===== config.mk =====
export PLATFORM = sky130hd
export DESIGN_NAME = pulse_train_scheduler
export DESIGN_NICKNAME = d
export VERILOG_FILES = /design/src/rtl/pulse_train_scheduler.sv
export SDC_FILE = /design/constraint.sdc
export NUM_CORES = 1
export LEC_CHECK = 0
export ABC_AREA = 1
export BUFFER_PORTS_ARGS = -buffer_cell sky130_fd_sc_hd__buf_2
export CORE_ASPECT_RATIO = 1.2
export CORE_MARGIN = 1
export CORE_UTILIZATION = 55
export DETAILED_ROUTE_END_ITERATION = 7
export GPL_TIMING_DRIVEN = 0
export MAX_ROUTING_LAYER = met4
export PLACE_DENSITY = 0.82
export SYNTH_ARGS = -nofsm -noshare
export SYNTH_HDL_FRONTEND = slang
export SYNTH_SLANG_ARGS = --single-unit

===== constraint.sdc =====
create_clock -name clk -period 3.9 [get_ports clk]
set_clock_uncertainty 0.2 [all_clocks]
set_input_delay 0.78 -clock clk [delete_from_list [all_inputs] [get_ports clk]]
set_output_delay 0.78 -clock clk [all_outputs]
set_load 0.02 [all_outputs]

===== src/rtl/pulse_train_scheduler.sv =====
// Pulse train generator: on a start edge, emits cfg_count mark/space pulses
// timed in prescaled ticks. cfg_count=0 repeats until stop is asserted.
module pulse_train_scheduler #(
  parameter int CNT_W = 8
) (
  input  logic             clk,
  input  logic             rst,
  input  logic             start,
  input  logic             stop,
  input  logic [CNT_W-1:0] cfg_high,
  input  logic [CNT_W-1:0] cfg_low,
  input  logic [CNT_W-1:0] cfg_count,
  input  logic [3:0]       cfg_prescale,
  output logic             pulse_out,
  output logic             busy,
  output logic             done,
  output logic [CNT_W-1:0] pulse_cnt
);

  typedef enum logic [1:0] {
    IDLE  = 2'd0,
    MARK  = 2'd1,
    SPACE = 2'd2
  } state_t;

  state_t           state_q, state_d;
  logic             start_prev_q, start_prev_d;
  logic [3:0]       presc_q, presc_d;
  logic [CNT_W-1:0] tick_cnt_q, tick_cnt_d;
  logic [CNT_W-1:0] pulse_cnt_q, pulse_cnt_d;
  logic             done_q, done_d;

  logic [CNT_W-1:0] high_q, high_d;
  logic [CNT_W-1:0] low_q, low_d;
  logic [CNT_W-1:0] count_q, count_d;
  logic [3:0]       pre_q, pre_d;

  logic start_edge;
  logic launch;
  logic tick_now;

  always_comb begin
    start_edge   = start & ~start_prev_q;
    launch       = (state_q == IDLE) && start_edge && !stop;
    tick_now     = (presc_q == pre_q);

    state_d      = state_q;
    start_prev_d = start;
    presc_d      = presc_q;
    tick_cnt_d   = tick_cnt_q;
    pulse_cnt_d  = pulse_cnt_q;
    done_d       = 1'b0;
    high_d       = high_q;
    low_d        = low_q;
    count_d      = count_q;
    pre_d        = pre_q;

    case (state_q)
      IDLE: begin
        if (launch) begin
          high_d      = cfg_high;
          low_d       = cfg_low;
          count_d     = cfg_count;
          pre_d       = cfg_prescale;
          pulse_cnt_d = '0;
          presc_d     = '0;
          tick_cnt_d  = '0;
          state_d     = MARK;
        end
      end

      MARK: begin
        if (stop) begin
          state_d = IDLE;
        end else if (tick_now) begin
          presc_d = '0;
          if (tick_cnt_q == high_q) begin
            tick_cnt_d  = '0;
            pulse_cnt_d = pulse_cnt_q + CNT_W'(1);
            state_d     = SPACE;
          end else begin
            tick_cnt_d = tick_cnt_q + CNT_W'(1);
          end
        end else begin
          presc_d = presc_q + 4'd1;
        end
      end

      SPACE: begin
        if (stop) begin
          state_d = IDLE;
        end else if (tick_now) begin
          presc_d = '0;
          if (tick_cnt_q == low_q) begin
            tick_cnt_d = '0;
            // pulse_cnt already includes the pulse whose space is ending
            if ((count_q != '0) && (pulse_cnt_q == count_q)) begin
              state_d = IDLE;
              done_d  = 1'b1;
            end else begin
              state_d = MARK;
            end
          end else begin
            tick_cnt_d = tick_cnt_q + CNT_W'(1);
          end
        end else begin
          presc_d = presc_q + 4'd1;
        end
      end

      default: begin
        state_d = IDLE;
      end
    endcase
  end

  // Control state: reset to a quiet idle with a cleared start history
  always_ff @(posedge clk) begin
    if (rst) begin
      state_q      <= IDLE;
      start_prev_q <= 1'b0;
      presc_q      <= '0;
      tick_cnt_q   <= '0;
      pulse_cnt_q  <= '0;
      done_q       <= 1'b0;
    end else begin
      state_q      <= state_d;
      start_prev_q <= start_prev_d;
      presc_q      <= presc_d;
      tick_cnt_q   <= tick_cnt_d;
      pulse_cnt_q  <= pulse_cnt_d;
      done_q       <= done_d;
    end
  end

  // Latched configuration is only consulted while busy, so it needs no reset
  always_ff @(posedge clk) begin
    high_q  <= high_d;
    low_q   <= low_d;
    count_q <= count_d;
    pre_q   <= pre_d;
  end

  assign pulse_out = (state_q == MARK);
  assign busy      = (state_q != IDLE);
  assign done      = done_q;
  assign pulse_cnt = pulse_cnt_q;

endmodule


==> results of run 1 <==
per-stage QoR:
stage | util | total power (W) | cells
after detailed placement | 0.636 | 0.00111 | 417
after global routing | 0.660 | 0.00155 | 425
after floorplan | - | 0.00101 | 318
after CTS | 0.660 | 0.00147 | 425
after global placement | 0.636 | 0.00109 | 417
final | 0.660 | 0.00146 | 425
power by group through the flow:
stage               Clock (W)  Combinational [W]  Sequential, W
finish               0.000367           0.000415       0.000677
floorplan                   0           0.000329       0.000682
detailed placement          0           0.000419       0.000690
global route         0.000396           0.000467       0.000684
CTS                  0.000372           0.000419       0.000677
global placement            0           0.000407       0.000687
cells in the final DEF (no fill, tap or decap), types with 13 or more instances in the layout:
| cell | Yosys | layout |
|---|---|---|
| buf_2 | 0 | 41 |
| xnor2_1 | 13 | 13 |
| inv_1 | 45 | 45 |
| edfxtp_1 | 28 | 28 |
| dfxtp_1 | 24 | 24 |
| nand2_1 | 86 | 86 |
| xor2_1 | 16 | 16 |
| nor2_1 | 37 | 37 |
| a21oi_1 | 13 | 13 |
| nand3_1 | 15 | 15 |
worst min-delay path, cell delays in order (launching register included):
cell,delay [ns]
dfxtp_1,0.35
nand2_1,0.08
a21oi_1,0.06
metal layers:
metal	global-route usage	wire, µm	vias to the layer above
li1	-	-	1092
met5	-	0	-
met2	0.345	2270	43
met3	0.0436	163	4
met1	0.198	1900	924
met4	0.0783	67	0
worst paths after layout:
kind | start | to | depth (start not counted)
worst max-delay path | state_q[0]$_SDFFE_PP0P_ | busy | 4
worst min-delay path | presc_q[2]$_SDFFE_PP0P_ | presc_q[2]$_SDFFE_PP0P_ | 2
worst max register to register | state_q[0]$_SDFFE_PP0P_ | low_q[5]$_DFFE_PP_ | 4
worst min register to register | presc_q[2]$_SDFFE_PP0P_ | presc_q[2]$_SDFFE_PP0P_ | 2
registers in the layout, indices dropped and copies added (netlist names):
signal and cells:
start_prev_q 1, low_q 8, done 1, count_q 8, pulse_cnt 8, tick_cnt_q 8
high_q 8, pre_q 4, state_q 2, presc_q 4
area by class of cell:
class | count | share of cell area
repair buffers | 41 | 0.0672
multi-input cells | 216 | 0.374
flip-flops and latches | 52 | 0.433
well taps | 58 | 0.0238
clock buffers | 5 | 0.0225
inverters | 47 | 0.0578
plain buffers | 3 | 0.00861
clock inverters | 3 | 0.0135
cells by family after synthesis:
logic type | count (synthesis)
DFF | 52
adders and majority gates | 7
xor gates and xnor gates | 29
and+or+nand+nor | 157
buffers and inverters | 50
AOI/OAI and AO/OA | 23
==> impl_metrics.ini, run 1 <==
[clocking]
cts_tree = built
clock_path_buffers = 2
post-cts-setup-buffers = 0
clkTransAtPathRegs_ns = 0.09
cts-root-buf = clkbuf_8
cts_hold_buf = 0
cts.repair.resized = 0
clk_latency_ns = 0.31
htreeDepth = 2
cts_sinks = 52
cts_buffers = 5

[worst_setup_path]
crit_path_end_kind = output port
rrSetupSlack_ns = 1.72
cp-start-kind = flip-flop
critPathKind = reg2out
critPathMaxFanout = 4
path_buf_inv = 3
cp_slowest_stage_delay_ns = 0.41
path_cells = inv_1 -> ha_1 -> inv_1 -> buf_2
critPathTopFamily = flip-flops
cp_common_cell = inv_1
crit_slowest_cell = dfxtp_1
required_ns = 2.92
worst_ep_arrival_time_ns = 1.34

[power]
power_frac_comb = 0.285
vdd_ir_drop_max_uv = 302
p_switching_w = 0.000476
seq_power_share = 0.464
netSwitchingFraction = 0.326
p_leak_nw = 1.29
power.internal_w = 0.000983
power_density_nw_per_um2 = 478
pwr-share-clk = 0.251

[global_route]
grt_max_degree = 29
gr-total-overflow = 0
antenna_found_initial = 0
grt_first_pass_wirelength_mm = 7.28
first_global_vias = 1808
track_usage = 0.192

[place]
pre_cts_slack_ns = 1.38
dpl_cell_area_um2 = 2940
hpwl_mm = 3.38
io_buffer_count = 41
gp_congestion = 0.867

[run_status]
status = completed

[synthesis]
synth.most_common_cell = nand2_1
synthSimpleGateAreaFrac = 0.249
synth_top_cell_by_area = edfxtp_1
yosys_warnings = 0
post_synth.cell_area_avg_um2 = 8.38
ys_top_cells_by_area = edfxtp_1 32%, dfxtp_1 18%, nand2_1 12%
synth_top_area_share = 0.315
syn_inst = 318
yosysUniqueCellTypes = 28
synth_xor_area_frac = 0.0953
netlist_area_um2 = 2670
yosys.area_share.adder = 0.0329
syn-num-nets = 357
ys_seq_area_frac = 0.496
synth_edf_count = 28
yosys-top-cells-count = 86 x nand2_1, 45 x inv_1, 37 x nor2_1, 28 x edfxtp_1, 24 x dfxtp_1
synth-compound-area-share = 0.0507
synth_top_family_by_area = simple AND/OR/NAND/NOR gates
synth_seq_cells = 52
async_flop_share = 0
ys.flop_type = edfxtp_1
muxShareOfSynthArea = 0

[floorplanning]
initial_utilization = 0.576
pin_count = 43
fp.dieW_um = 65.5
die_y_um = 78.3
num_rows = 27
core-area_um2 = 4630
die_area_um2 = 5130

[detailed_routing]
routed_via_density = 4.85
ant_nets = 0
firstDrtPassIters = 4
wirelength_mm = 4.40
num_vias = 2063
wire_per_inst_um = 10.4
drtIter0Drc = 96
drc = 0

[cells_and_area]
final_design_area_no_fill_um2 = 3050
layout-drive-gt1-share = 0.174
fillers = 418
antennaDiodeCount = 0
register_area_um2 = 1320
areaGrowthSynthToFinish_pct = 14.6
multiInputGateArea_um2 = 1140
nets = 405

[sta]
tightest_slew_ns = 1.00
drv_slew = 0
finalSetupViolCount = 0
relSlewSlack = 0.333
whs_ns = 0.332
fin_crit_ns = 2.32
timing.final.crit_share = 0.595
fmax_mhz = 431
hold_viol = 0
setup_tns_ns = 0
rsz0062_at_grt = false
timing.final.ws_setup_ns = 1.58

[min_path]
hold_path.class = reg2reg

[flow_run]
max-cap-violations = 0
No activity file was read; power rests on OpenSTA's default activity.
==> run 2: changes to the inputs <==
==> constraint.sdc (replaced) <==
create_clock -name clk -period 2.3 [get_ports clk]
set_clock_uncertainty 0.2 [all_clocks]
set_input_delay 0.46 -clock clk [delete_from_list [all_inputs] [get_ports clk]]
set_output_delay 0.46 -clock clk [all_outputs]
set_load 0.02 [all_outputs]
==> run 2 against run 1 <==
Against the previous run: global-route usage stayed put; clock power increased by 69%; critical path depth stayed put; largest cell class unchanged; largest power group unchanged.
==> impl_metrics.ini, run 2 (same netlist as run 1, synthesis figures left out) <==
[run_status]
status = completed

[flow_run]
max-cap-violations = 0

[power]
vdd_ir_drop_max_uv = 513
power_density_nw_per_um2 = 813
p_leak_nw = 1.29

[detailed_routing]
drtIter0Drc = 87
drc = 0
wirelength_mm = 4.44
num_vias = 2058
firstDrtPassIters = 4
wire_per_inst_um = 10.4
routed_via_density = 4.84
ant_nets = 0

[sta]
setup_tns_ns = 0
timing.final.crit_share = 0.913
drv_slew = 0
finalSetupViolCount = 0
tightest_slew_ns = 0.555
hold_viol = 0
fmax_mhz = 476
rsz0062_at_grt = false
relSlewSlack = 0.629
fin_crit_ns = 2.10
timing.final.ws_setup_ns = 0.200

[worst_setup_path]
crit_path_end_kind = flip-flop
required_ns = 1.98
critPathMaxFanout = 28
cp-startpoint = state_q[0]$_SDFFE_PP0P_
critPathKind = reg2reg
crit_slowest_cell = clkinvlp_4
rrSetupSlack_ns = 0.20
r2r_cells = 4
timing.rr.end = low_q[5]$_DFFE_PP_
worst_ep_arrival_time_ns = 1.78
timing.rr.start = state_q[0]$_SDFFE_PP0P_
path_cells = inv_1 -> ha_1 -> nand4_1 -> clkinvlp_4
cp-start-kind = flip-flop
cp_slowest_stage_delay_ns = 0.51

[cells_and_area]
final_common_cell = nand2_1
post-route-util = 0.662
finalNonFillerCells = 425
fillers = 413
mostFrequentLayoutCells = 86 x nand2_1, 44 x inv_1, 41 x buf_2
layout-drive-gt1-share = 0.180
nets = 405
final_design_area_no_fill_um2 = 3070
antennaDiodeCount = 0
areaGrowthSynthToFinish_pct = 15.0

[clocking]
cts.repair.resized = 0
clkTransAtPathRegs_ns = 0.10
post-cts-setup-buffers = 0
cts_tree = built
clk_latency_ns = 0.31
clock_path_buffers = 2
htreeDepth = 2
cts_hold_buf = 0
cts_buffers = 5
cts-root-buf = clkbuf_8
cts_sinks = 52

[global_route]
antenna_found_initial = 0
grt_max_degree = 29
grt_first_pass_wirelength_mm = 7.28
gr-total-overflow = 0
track_usage = 0.192
first_global_vias = 1808

[floorplanning]
num_rows = 27
core-area_um2 = 4630
initial_utilization = 0.576
die_y_um = 78.3
fp.dieW_um = 65.5
die_area_um2 = 5130
pin_count = 43

[min_path]
holdPathEnd = count_q[7]$_DFFE_PP_
hold_path_startpoint = cfg_count[7]
hold_path.class = in2reg
whs_path_depth = 1

[place]
gp_congestion = 0.867
hpwl_mm = 3.38
pre_cts_slack_ns = 0.0977
place_inst = 417
io_buffer_count = 41
dpl_cell_area_um2 = 2940
==> run 2: changes by cell type in the layout (fill, tap and decap cells not counted) <==
cell and change:
dfxtp_1 -1, o21ai_2 -1, dfxtp_2 +1, o21ai_4 +1, clkinvlp_4 +1, inv_1 -1
==> run 2: power breakdown <==
| group | total, W | switching [W] | leakage (nW) | internal [W] |
|---|---|---|---|---|
| sequential | 0.00115 | 0.0000688 | 0.452 | 0.00108 |
| clock | 0.000622 | 0.000299 | 0.0585 | 0.000323 |
| combinational | 0.000720 | 0.000452 | 0.776 | 0.000269 |
==> run 2: critical path: cells and delay by family (launching register included) <==
| kind | cells | cell delay (ns) |
|---|---|---|
| DFF | 1 | 0.42 |
| buffers and inverters | 2 | 0.60 |
| and+or+nand+nor | 1 | 0.21 |
| adders and majority gates | 1 | 0.25 |
==> run 2: final cells by class <==
| cell class | count | area [µm²] | share of cell area |
|---|---|---|---|
| clock buffers | 5 | 68.8 | 0.0224 |
| plain buffers | 3 | 26.3 | 0.00857 |
| clock inverters | 3 | 41.3 | 0.0135 |
| well taps | 58 | 72.6 | 0.0237 |
| multi-input cells | 216 | 1150 | 0.375 |
| flip-flops and latches | 52 | 1320 | 0.431 |
| repair buffers | 41 | 205 | 0.0669 |
| inverters | 47 | 180 | 0.0588 |
==> run 2: per-layer routing <==
layer	track usage	wire length, µm
met1	0.198	1910
met2	0.345	2300
met3	0.0436	165
met4	0.0783	61
met5	-	0
==> run 2: worst max path at each step <==
stage / end / slack [ns] / depth (start not counted)
global route: tick_cnt_q[6]$_SDFFE_PP0P_ / 0.05 / 12
CTS: low_q[4]$_DFFE_PP_ / 0.09 / 4
global placement: count_q[4]$_DFFE_PP_ / 0.11 / 4
finish: low_q[5]$_DFFE_PP_ / 0.20 / 4
detailed placement: count_q[4]$_DFFE_PP_ / 0.1 / 4
floorplan: tick_cnt_q[2]$_SDFFE_PP0P_ / 0.31 / 12
==> run 2: metrics by stage <==
stage	hold WS (ns)	power, W
3_5_place_dp	0.319	0.00188
5_1_grt	0.0941	0.00264
6_report	0.112	0.00249
4_1_cts	0.106	0.00249
2_1_floorplan	0.276	0.00172
3_3_place_gp	0.295	0.00185
